$ cat config.mk
export PLATFORM = sky130hd
export DESIGN_NAME = mem_arbiter
export DESIGN_NICKNAME = d
export VERILOG_FILES = /design/src/rtl/mem_arbiter.sv
export SDC_FILE = /design/constraint.sdc
export NUM_CORES = 1
export LEC_CHECK = 0
export ABC_AREA = 1
export BUFFER_PORTS_ARGS = -buffer_cell sky130_fd_sc_hd__buf_2
export CORE_MARGIN = 3
export CORE_UTILIZATION = 35
export CTS_CLUSTER_DIAMETER = 40
export DETAILED_ROUTE_END_ITERATION = 10
export PLACE_DENSITY = 0.62
export SYNTH_ARGS = -nofsm -noshare
export SYNTH_HDL_FRONTEND = slang
export SYNTH_SLANG_ARGS = --single-unit
$ cat constraint.sdc
create_clock -name clk_i -period 2 [get_ports clk_i]
set_input_delay 0.1 -clock clk_i [delete_from_list [all_inputs] [get_ports clk_i]]
set_output_delay 0.1 -clock clk_i [all_outputs]
set_load 0.01 [all_outputs]
$ cat src/rtl/mem_arbiter.sv
// Arbitrates one single-port memory between instruction fetch (IF) and load/store (MA)
// requesters, with fetch starvation protection and a wait-state timeout.
module mem_arbiter #(
    parameter int unsigned ADDR_WIDTH   = 32,
    parameter int unsigned DATA_WIDTH   = 32,
    parameter int unsigned STARVE_LIMIT = 4,
    parameter int unsigned MAX_WAIT     = 15
) (
    input  logic                  clk_i,
    input  logic                  reset_i,
    input  logic                  if_req_i,
    input  logic [ADDR_WIDTH-1:0] if_addr_i,
    output logic                  if_gnt_o,
    output logic                  if_rvalid_o,
    output logic [DATA_WIDTH-1:0] if_rdata_o,
    input  logic                  ma_req_i,
    input  logic                  ma_we_i,
    input  logic [ADDR_WIDTH-1:0] ma_addr_i,
    input  logic [DATA_WIDTH-1:0] ma_wdata_i,
    output logic                  ma_gnt_o,
    output logic                  ma_rvalid_o,
    output logic [DATA_WIDTH-1:0] ma_rdata_o,
    output logic                  mem_req_o,
    output logic                  mem_we_o,
    output logic [ADDR_WIDTH-1:0] mem_addr_o,
    output logic [DATA_WIDTH-1:0] mem_wdata_o,
    input  logic                  mem_ready_i,
    input  logic [DATA_WIDTH-1:0] mem_rdata_i,
    output logic                  busy_o,
    output logic                  err_timeout_o
);
    localparam int unsigned SW = $clog2(STARVE_LIMIT + 1);
    localparam int unsigned WW = $clog2(MAX_WAIT + 1);
    localparam logic [SW-1:0] StarveMax = SW'(STARVE_LIMIT);
    localparam logic [WW-1:0] WaitMax   = WW'(MAX_WAIT);

    typedef enum logic [0:0] {StIdle, StAccess} state_e;

    state_e                state_q;
    logic                  owner_ma_q;
    logic                  we_q;
    logic [ADDR_WIDTH-1:0] addr_q;
    logic [DATA_WIDTH-1:0] wdata_q;
    logic [DATA_WIDTH-1:0] if_rdata_q;
    logic [DATA_WIDTH-1:0] ma_rdata_q;
    logic [SW-1:0]         starve_q;
    logic [WW-1:0]         wait_q;
    logic                  if_rvalid_q;
    logic                  ma_rvalid_q;
    logic                  err_q;

    logic if_gnt;
    logic ma_gnt;
    logic force_if;
    logic timeout;

    always_comb begin
        force_if = (starve_q == StarveMax);
        ma_gnt   = (state_q == StIdle) && ma_req_i && !(force_if && if_req_i);
        if_gnt   = (state_q == StIdle) && if_req_i && !ma_gnt;
        timeout  = !mem_ready_i && (wait_q == WaitMax);
    end

    always_ff @(posedge clk_i) begin
        if (reset_i) begin
            state_q     <= StIdle;
            owner_ma_q  <= 1'b0;
            we_q        <= 1'b0;
            addr_q      <= '0;
            wdata_q     <= '0;
            if_rdata_q  <= '0;
            ma_rdata_q  <= '0;
            starve_q    <= '0;
            wait_q      <= '0;
            if_rvalid_q <= 1'b0;
            ma_rvalid_q <= 1'b0;
            err_q       <= 1'b0;
        end else begin
            if_rvalid_q <= 1'b0;
            ma_rvalid_q <= 1'b0;
            err_q       <= 1'b0;
            unique case (state_q)
                StIdle: begin
                    if (if_gnt || ma_gnt) begin
                        state_q    <= StAccess;
                        owner_ma_q <= ma_gnt;
                        wait_q     <= '0;
                        addr_q     <= ma_gnt ? ma_addr_i : if_addr_i;
                        we_q       <= ma_gnt && ma_we_i;
                        wdata_q    <= (ma_gnt && ma_we_i) ? ma_wdata_i : '0;
                        // Only MA wins over a waiting fetch count toward starvation
                        if (ma_gnt && if_req_i) begin
                            if (starve_q != StarveMax) starve_q <= starve_q + SW'(1);
                        end else begin
                            starve_q <= '0;
                        end
                    end
                end
                StAccess: begin
                    if (mem_ready_i || timeout) begin
                        state_q <= StIdle;
                        err_q   <= timeout;
                        if (owner_ma_q) begin
                            ma_rvalid_q <= 1'b1;
                            if (!we_q) ma_rdata_q <= timeout ? '0 : mem_rdata_i;
                        end else begin
                            if_rvalid_q <= 1'b1;
                            if_rdata_q  <= timeout ? '0 : mem_rdata_i;
                        end
                    end else begin
                        wait_q <= wait_q + WW'(1);
                    end
                end
                default: state_q <= StIdle;
            endcase
        end
    end

    assign busy_o        = (state_q == StAccess);
    assign if_gnt_o      = if_gnt;
    assign ma_gnt_o      = ma_gnt;
    assign if_rvalid_o   = if_rvalid_q;
    assign ma_rvalid_o   = ma_rvalid_q;
    assign if_rdata_o    = if_rdata_q;
    assign ma_rdata_o    = ma_rdata_q;
    assign err_timeout_o = err_q;
    assign mem_req_o     = busy_o;
    assign mem_we_o      = busy_o && we_q;
    assign mem_addr_o    = busy_o ? addr_q : '0;
    assign mem_wdata_o   = busy_o ? wdata_q : '0;

endmodule

==> Implementation_results.wiki, run 1 <==
{| class="wikitable"
! Metric !! Value
|-
| Outcome || finished, final reports clean
|-
| Number of CTS-inserted buffers || 17
|-
| Clk sink count || 141
|-
| Synth async-reset ratio || 0
|-
| LEAKAGE || 0.00558 uW
|-
| H-tree depth || 4
|-
| Standard cell core area || 18,300 um^2
|-
| Clock input transition at the sequential cells of the worst setup and hold paths || 0.06 ns
|-
| Start point of the critical path || starve_q[0]$_SDFFE_PP0P_
|-
| RePlAce Congestion || 0.805
|-
| Sw frac || 0.268
|-
| Logic pwr share || 0.153
|-
| Fraction of power consumed by the clock network || 0.449
|-
| Final antenna diode count || 0
|-
| DP Wirelength || 13,500 um
|-
| Setup repair after global routing missed its margin || false
|-
| Proportion of netlist area held by the largest area contributor || 0.425
|-
| Met3 routing resource usage after global routing || 0.0522
|-
| Signed area change from the synthesized netlist to the final layout || 48.0%
|-
| Maximum fanout encountered on the critical timing path || 33
|-
| Transition time of the tightest slew-check pin || 0.489 ns
|-
| Total area of multi-input combinational cells || 2860 um^2
|-
| Met2 usage || 0.338
|-
| Router iterations before antenna repair || 6
|-
| Skew-Pair Late Insertion Delay || 0.42 ns
|-
| Required arrival time at the worst endpoint || 1.90 ns
|-
| Count of max-cap constraint violations || 0
|-
| Max_slew headroom || 0.674
|-
| Post-synthesis sequential area ratio || 0.425
|-
| Hold path startpoint || ma_addr_i[26]
|-
| Synth Register Bits || 141
|-
| IO Pins || 270
|-
| Initial antenna violation count || 1
|-
| Final instance area || 9820 um^2
|-
| Setup TNS || 0 ns
|-
| Violation count after the first detailed-routing iteration || 389
|-
| Pin count of the biggest net entering global routing || 65
|-
| Top_reg_cell synth || sky130_fd_sc_hd__dfxtp_1
|-
| Area of the die || 20,700 um^2
|-
| Fillers || 1,777
|-
| Worst ir drop on vdd || 0.558 mV
|-
| Final critical-path required period || 1.80 ns
|-
| Most used routing layer in global routing || met2
|-
| Mapped Cells || 1,025
|-
| Final setup violation count || 0
|-
| Crit end category || primary output
|-
| Final critical-path share of the clock period || 0.899
|-
| Part of the total power dissipated in sequential elements || 0.398
|-
| Yosys warning count || 0
|-
| Global-route congestion overflow total || 0
|-
| Worst Setup Start Kind || register
|-
| DRC violation count after routing || 0
|-
| Root buffer cell || sky130_fd_sc_hd__clkbuf_16
|-
| Power, Total || 7640 uW
|-
| Site Rows || 49
|-
| Clock tree from TritonCTS || yes
|-
| Number of slew-limit violations in the final report || 0
|-
| Int Pwr || 5600 uW
|-
| Placement Cell Area || 8180 um^2
|-
| Wire length per cell after detailed routing || 13.2 um
|-
| Post-synth top area cell || sky130_fd_sc_hd__dfxtp_1
|-
| Synthesized area divided by synthesized cell count || 6.48 um^2
|-
| Ratio of total power to cell area || 778 nW/um^2
|-
| Average via count per standard cell || 4.54
|-
| Vias in the first global route || 7,041
|-
| Number of vias in the routed layout || 7,279
|-
| FF-to-FF Start || wait_q[0]$_SDFFE_PP0P_
|-
| Number of buffers added on ports || 269
|-
| Worst clock skew || 0.00949 ns
|-
| GR Util All Layers || 0.200
|-
| Worst setup path category || reg2out
|-
| Horiz. Die Dim || 144 um
|-
| Maximum buffer depth of the clock tree || 2
|-
| Synth top cells by count || 308 x sky130_fd_sc_hd__nand2_1, 173 x sky130_fd_sc_hd__inv_1, 141 x sky130_fd_sc_hd__dfxtp_1, 110 x sky130_fd_sc_hd__nor2_1, 75 x sky130_fd_sc_hd__nand3_1
|-
| Final layout net count || 1,499
|-
| Data arrival, critical path || 1.70 ns
|-
| Dominant cell by count in the synthesized netlist || sky130_fd_sc_hd__nand2_1
|-
| Hold Crit Class || in2reg
|-
| Count of nets left with antenna violations after detail routing || 0
|-
| Synthesized net count || 1,162
|-
| Area of the mapped netlist || 6640 um^2
|-
| Number of enable flip-flop cells after synthesis || 0
|-
| M1 GR Usage || 0.246
|-
| Net Switching || 2050 uW
|-
| Unique masters post-synth || 21
|-
| Achievable Freq || 0.556 GHz
|-
| Final hold vios || 0
|-
| Flip-flop and latch area || 2830 um^2
|-
| Total wirelength of the detailed-routed design || 21,100 um
|-
| Fraction of layout cells with a size suffix above 1 || 0.240
|-
| Starting Density || 0.363
|-
| Largest cells by area after synthesis || sky130_fd_sc_hd__dfxtp_1 43%, sky130_fd_sc_hd__nand2_1 17%, sky130_fd_sc_hd__inv_1 9.8%, sky130_fd_sc_hd__nor2_1 6.2%, sky130_fd_sc_hd__nand3_1 5.7%
|-
| Die outline height || 144 um
|-
| Global-route wire length before repair || 33,400 um
|}
path summary, 6_finish.rpt:
check,depth (start not counted),end,slack (ns)
setup / recovery,8,if_gnt_o,0.20
hold / removal,5,addr_q[26]$_SDFFE_PP0P_,0.02
setup reg to reg,8,ma_rdata_o[9]$_SDFFE_PP0P_,0.50
hold reg to reg,2,if_rdata_o[5]$_SDFFE_PP0P_,0.46
worst max-delay path, stage by stage, from the launching register on:
cell and delay, ns:
sky130_fd_sc_hd__dfxtp_1 0.33, sky130_fd_sc_hd__inv_1 0.08, sky130_fd_sc_hd__ha_1 0.16, sky130_fd_sc_hd__nand3_1 0.11, sky130_fd_sc_hd__nand2_2 0.15, sky130_fd_sc_hd__buf_12 0.20
sky130_fd_sc_hd__inv_1 0.07, sky130_fd_sc_hd__nor2_1 0.07, sky130_fd_sc_hd__buf_2 0.13
power groups by stage:
stage               registers (uW)  clock network [uW]  logic [uW]
global route                  3060                3640        1310
detailed placement            3100                   0        1010
floorplan                     3100                   0         600
global placement              3100                   0        1010
CTS                           3040                3510        1160
finish                        3040                3430        1170
per-layer routing:
layer	vias up	part of all wire
li1	3785	-
met1	3222	0.44
met2	231	0.48
met3	39	0.061
met4	2	0.025
met5	-	0.00062
cell type report:
cell class	instances	area share
Sequential cell	141	0.288
Timing Repair Buffer	386	0.259
Clock buffer	17	0.0433
Multi-Input combinational cell	639	0.291
Tap cell	229	0.0292
Inverter	177	0.0677
Clock inverter	15	0.0215
layout by cell type (no fill, tap or decap), drive strengths merged:
cell type,instances
xnor2,1
dfxtp,141
o21a,33
inv,182
nand4,32
nand3,76
clkinv,3
a21oi,69
nor3,2
clkbuf,17
ha,3
nand3b,1
bufinv,4
nor2,112
o21ai,1
clkinvlp,3
dlygate4sd3,99
nand2,309
buf,287
through the flow:
step / hold slack, ns / utilization / worst slack [ns] / cells
floorplan: 0.243 / - / 0.567 / 1025
global placement: 0.337 / 0.448 / 0.509 / 1473
detailed placement: 0.334 / 0.448 / 0.487 / 1473
CTS: 0.000659 / 0.537 / 0.0315 / 1604
global route: 0.0375 / 0.538 / 0.0239 / 1604
finish: 0.0198 / 0.538 / 0.201 / 1604
cells by family (layout without fill, tap and decap cells):
logic type	count (synthesis)	count (layout)	synth area share
buffers and inverters	245	595	0.146
xor gates and xnor gates	1	1	0.00132
DFF	141	141	0.425
adders and majority gates	3	3	0.00566
AOI/OAI and AO/OA	103	103	0.0907
and+or+nand+nor	532	532	0.332
flip-flops by register name, summed over array words and instances (netlist names):
signal / flops
ma_rvalid_o: 1
owner_ma_q: 1
we_q: 1
if_rvalid_o: 1
if_rdata_o: 32
busy_o: 1
wdata_q: 32
addr_q: 32
wait_q: 4
err_timeout_o: 1
starve_q: 3
ma_rdata_o: 32
repair_timing:
item	in CTS	in global routing
endpoints found under the setup margin	0	2
hold endpoints to repair	96	0
setup buffers	0	0
resized for setup	0	3
hold buffers	99	0
No activity file was read; power rests on OpenSTA's default activity.
==> run 2: changes to the inputs <==
--- a/config.mk
+++ b/config.mk
@@ -7,6 +7,7 @@
 export LEC_CHECK = 0
 export ABC_AREA = 1
 export BUFFER_PORTS_ARGS = -buffer_cell sky130_fd_sc_hd__buf_2
+export CORE_ASPECT_RATIO = 1.4
 export CORE_MARGIN = 3
 export CORE_UTILIZATION = 35
 export CTS_CLUSTER_DIAMETER = 40
==> constraint.sdc (replaced) <==
create_clock -name clk_i -period 2.2 [get_ports clk_i]
set_input_delay 0.11 -clock clk_i [delete_from_list [all_inputs] [get_ports clk_i]]
set_output_delay 0.11 -clock clk_i [all_outputs]
set_load 0.01 [all_outputs]
==> run 2 against run 1 <==
Non-clock buffer count down 9. Critical endpoint unchanged. Sequential power down 9.2%. Hold slack worse by 0.0029 ns.
==> Implementation_results.wiki, run 2 (same netlist as run 1, synthesis figures left out) <==
{| class="wikitable"
! Metric !! Value
|-
| Outcome || finished, final reports clean
|-
| Post-CTS Setup Repair Bufs || 0 (unchanged)
|-
| Hold Crit Class || in2reg
|-
| Setup repair after global routing missed its margin || false
|-
| Count of max-cap constraint violations || 0 (unchanged)
|-
| Post-layout util || 0.525 (-0.0124)
|-
| LEAKAGE || 0.00557 uW (-0.35%)
|-
| WHS Path Cells || 5 (unchanged)
|-
| Setup TNS || 0 ns (unchanged)
|-
| Number of buffers added on ports || 269 (unchanged)
|-
| Worst clock skew || 0.0119 ns (+0.00241 ns)
|-
| GR Util All Layers || 0.196 (-0.00414)
|-
| Vias in the first global route || 6,960 (-1.2%)
|-
| Part of the total power dissipated in sequential elements || 0.385 (-0.013)
|-
| Logic pwr share || 0.145 (-0.008)
|-
| DP Wirelength || 13,200 um (-2.6%)
|-
| Worst Hold Endpoint || addr_q[8]$_SDFFE_PP0P_
|-
| Hold path startpoint || if_addr_i[8]
|-
| Total wirelength of the detailed-routed design || 20,300 um (-3.8%)
|-
| Sum of buffers and inverters on the critical path || 4 (unchanged)
|-
| Worst setup path category || reg2out
|-
| Ratio of total power to cell area || 733 nW/um^2 (-5.7%)
|-
| Initial antenna violation count || 0 (-1)
|-
| Critical register-to-register path endpoint || if_rdata_o[22]$_SDFFE_PP0P_
|-
| Worst Setup Start Kind || register
|-
| Wire length per cell after detailed routing || 12.6 um (-4.1%)
|-
| Root buffer cell || sky130_fd_sc_hd__clkbuf_16
|-
| Die outline height || 169 um (+18%)
|-
| Site Rows || 59 (+20%)
|-
| Number of vias in the routed layout || 7,232 (-0.65%)
|-
| IO Pins || 270 (unchanged)
|-
| Worst ir drop on vdd || 0.438 mV (-22%)
|-
| Skew-Pair Late Insertion Delay || 0.41 ns (about the same)
|-
| Pin count of the biggest net entering global routing || 74 (+14%)
|-
| Final critical-path required period || 1.90 ns
|-
| RePlAce Congestion || 0.774 (-3.9%)
|-
| Average via count per standard cell || 4.49 (-0.95%)
|-
| Router iterations before antenna repair || 4 (-2)
|-
| Final hold vios || 0 (unchanged)
|-
| Final antenna diode count || 0 (unchanged)
|-
| FF-to-FF path depth || 7 (-1)
|-
| Fraction of power consumed by the clock network || 0.470 (+0.021)
|-
| Final layout net count || 1,490 (-0.60%)
|-
| Clock tree from TritonCTS || yes
|-
| Standard cell core area || 18,600 um^2 (+1.8%)
|-
| Setup slack on the worst flop-to-flop path || 0.60 ns (+0.10 ns)
|-
| Maximum buffer depth of the clock tree || 2 (unchanged)
|-
| H-tree depth || 4 (unchanged)
|-
| CP dominant cell by count || sky130_fd_sc_hd__inv_1
|-
| Clock input transition at the sequential cells of the worst setup and hold paths || 0.06 ns (about the same)
|-
| Number of CTS-inserted buffers || 17 (unchanged)
|-
| Data arrival, critical path || 1.79 ns (+0.09 ns)
|-
| Global-route wire length before repair || 33,100 um (-0.91%)
|-
| Achievable Freq || 0.526 GHz
|-
| Violation count after the first detailed-routing iteration || 481 (+24%)
|-
| CP cell instances || inv_1, ha_1, nand3_1, nand2_2, buf_6, inv_1, nor2_1, buf_2
|-
| Fillers || 1,862 (+4.8%)
|-
| Int Pwr || 5400 uW (-3.6%)
|-
| Area of the die || 20,700 um^2 (+0.11%)
|-
| DRC violation count after routing || 0 (unchanged)
|-
| Family with the most delay on the worst path || buffers and inverters
|-
| Signed area change from the synthesized netlist to the final layout || 47.2%
|-
| Max_slew headroom || 0.463 (-0.211)
|-
| Final critical-path share of the clock period || 0.864
|-
| Global-route congestion overflow total || 0 (unchanged)
|-
| Most frequent standard cell in the layout excluding fill and tap cells || sky130_fd_sc_hd__nand2_1
|-
| Net Switching || 1770 uW (-14%)
|-
| Worst-path cell with the longest stage delay || sky130_fd_sc_hd__dfxtp_1
|-
| Starting Density || 0.357 (-0.00650)
|-
| Count of nets left with antenna violations after detail routing || 0 (unchanged)
|-
| Required arrival time at the worst endpoint || 2.09 ns (+0.19 ns)
|-
| Fraction of layout cells with a size suffix above 1 || 0.239 (-0.00117)
|-
| Horiz. Die Dim || 122 um (-15%)
|-
| Clk sink count || 141 (unchanged)
|-
| Crit end category || primary output
|-
| FF-to-FF Start || wait_q[0]$_SDFFE_PP0P_
|-
| Sw frac || 0.247 (-0.0211)
|-
| Final setup violation count || 0 (unchanged)
|-
| Leading cell types in the layout, fill and taps excluded || 308 x sky130_fd_sc_hd__nand2_1, 269 x sky130_fd_sc_hd__buf_2, 173 x sky130_fd_sc_hd__inv_1
|-
| Maximum fanout encountered on the critical timing path || 33 (unchanged)
|-
| Number of slew-limit violations in the final report || 0 (unchanged)
|-
| Transition time of the tightest slew-check pin || 0.805 ns (+0.317 ns)
|-
| Critical path's largest stage delay || 0.32 ns (about the same)
|}
## run 2: changes by cell type in the layout (fill, tap and decap cells not counted)
cell / delta
sky130_fd_sc_hd__o21ai_2: +1
sky130_fd_sc_hd__clkbuf_1: +1
sky130_fd_sc_hd__o21ai_4: -1
sky130_fd_sc_hd__buf_12: -3
sky130_fd_sc_hd__inv_6: -3
sky130_fd_sc_hd__bufinv_16: +3
sky130_fd_sc_hd__clkinvlp_4: -3
sky130_fd_sc_hd__dlygate4sd3_1: -7
sky130_fd_sc_hd__buf_6: +1
sky130_fd_sc_hd__inv_8: -1
sky130_fd_sc_hd__clkinv_4: +3
sky130_fd_sc_hd__clkinv_2: -1
## run 2: power by group through the flow
stage | Sequential, uW | Combinational, uW | Clock [uW]
after floorplan | 2820 | 546 | 0
after global placement | 2810 | 902 | 0
after detailed placement | 2810 | 909 | 0
after CTS | 2760 | 1040 | 3450
after global routing | 2780 | 1160 | 3560
final | 2760 | 1040 | 3370
## run 2: worst register-to-register path, cell delays in order (launching register included)
cell	delay (ns)
sky130_fd_sc_hd__dfxtp_1	0.33
sky130_fd_sc_hd__ha_1	0.23
sky130_fd_sc_hd__nand3_1	0.16
sky130_fd_sc_hd__nand2_1	0.12
sky130_fd_sc_hd__nand3_1	0.08
sky130_fd_sc_hd__buf_4	0.34
sky130_fd_sc_hd__nand2_1	0.12
sky130_fd_sc_hd__a21oi_1	0.14
## run 2: per-stage QoR
| step | hold slack [ns] | total power, uW | setup WS (ns) | cells | instance area, um^2 |
|---|---|---|---|---|---|
| 5_1_grt | 0.0248 | 7500 | 0.0830 | 1609 | 9770 |
| 6_report | 0.0169 | 7160 | 0.299 | 1609 | 9770 |
| 3_3_place_gp | 0.342 | 3710 | 0.679 | 1486 | 8150 |
| 4_1_cts | 0.00190 | 7250 | 0.188 | 1609 | 9760 |
| 3_5_place_dp | 0.351 | 3720 | 0.613 | 1486 | 8150 |
| 2_1_floorplan | 0.253 | 3370 | 0.767 | 1025 | 6640 |
## run 2: how the worst max path moves through the flow
| stage | slack, ns | endpoint | cells after the start | start |
|---|---|---|---|---|
| final | 0.30 | if_gnt_o | 8 | starve_q[0]$_SDFFE_PP0P_ |
| after global routing | 0.08 | if_gnt_o | 8 | starve_q[0]$_SDFFE_PP0P_ |
| after CTS | 0.19 | if_gnt_o | 8 | starve_q[0]$_SDFFE_PP0P_ |
| after detailed placement | 0.61 | if_rdata_o[10]$_SDFFE_PP0P_ | 7 | wait_q[0]$_SDFFE_PP0P_ |
| after global placement | 0.68 | if_rdata_o[27]$_SDFFE_PP0P_ | 7 | wait_q[0]$_SDFFE_PP0P_ |
| after floorplan | 0.77 | wdata_q[22]$_SDFFE_PP0P_ | 8 | starve_q[0]$_SDFFE_PP0P_ |
## run 2: what timing repair did
| item | CTS | global route |
|---|---|---|
| hold endpoints to repair | 92 | 0 |
| endpoints found under the setup margin | 0 | 1 |
| hold buffers | 92 | 0 |
| gates resized for setup | 0 | 1 |
## run 2: area by class of cell
type	count	area, um^2	area share
Sequential cell	141	2830	0.289
Multi-Input combinational cell	639	2850	0.292
Clock inverter	13	263	0.0269
Tap cell	244	305	0.0313
Timing Repair Buffer	377	2430	0.249
Inverter	177	664	0.0680
Clock buffer	18	429	0.0439
## run 2: metal layers
| layer | vias up | part of all wire | global-route usage |
|---|---|---|---|
| met1 | 3197 | 0.41 | 0.222 |
| met2 | 232 | 0.51 | 0.359 |
| met3 | 40 | 0.049 | 0.0381 |
| li1 | 3763 | - | - |
| met4 | 0 | 0.025 | 0.0707 |
| met5 | - | 0 | 0 |
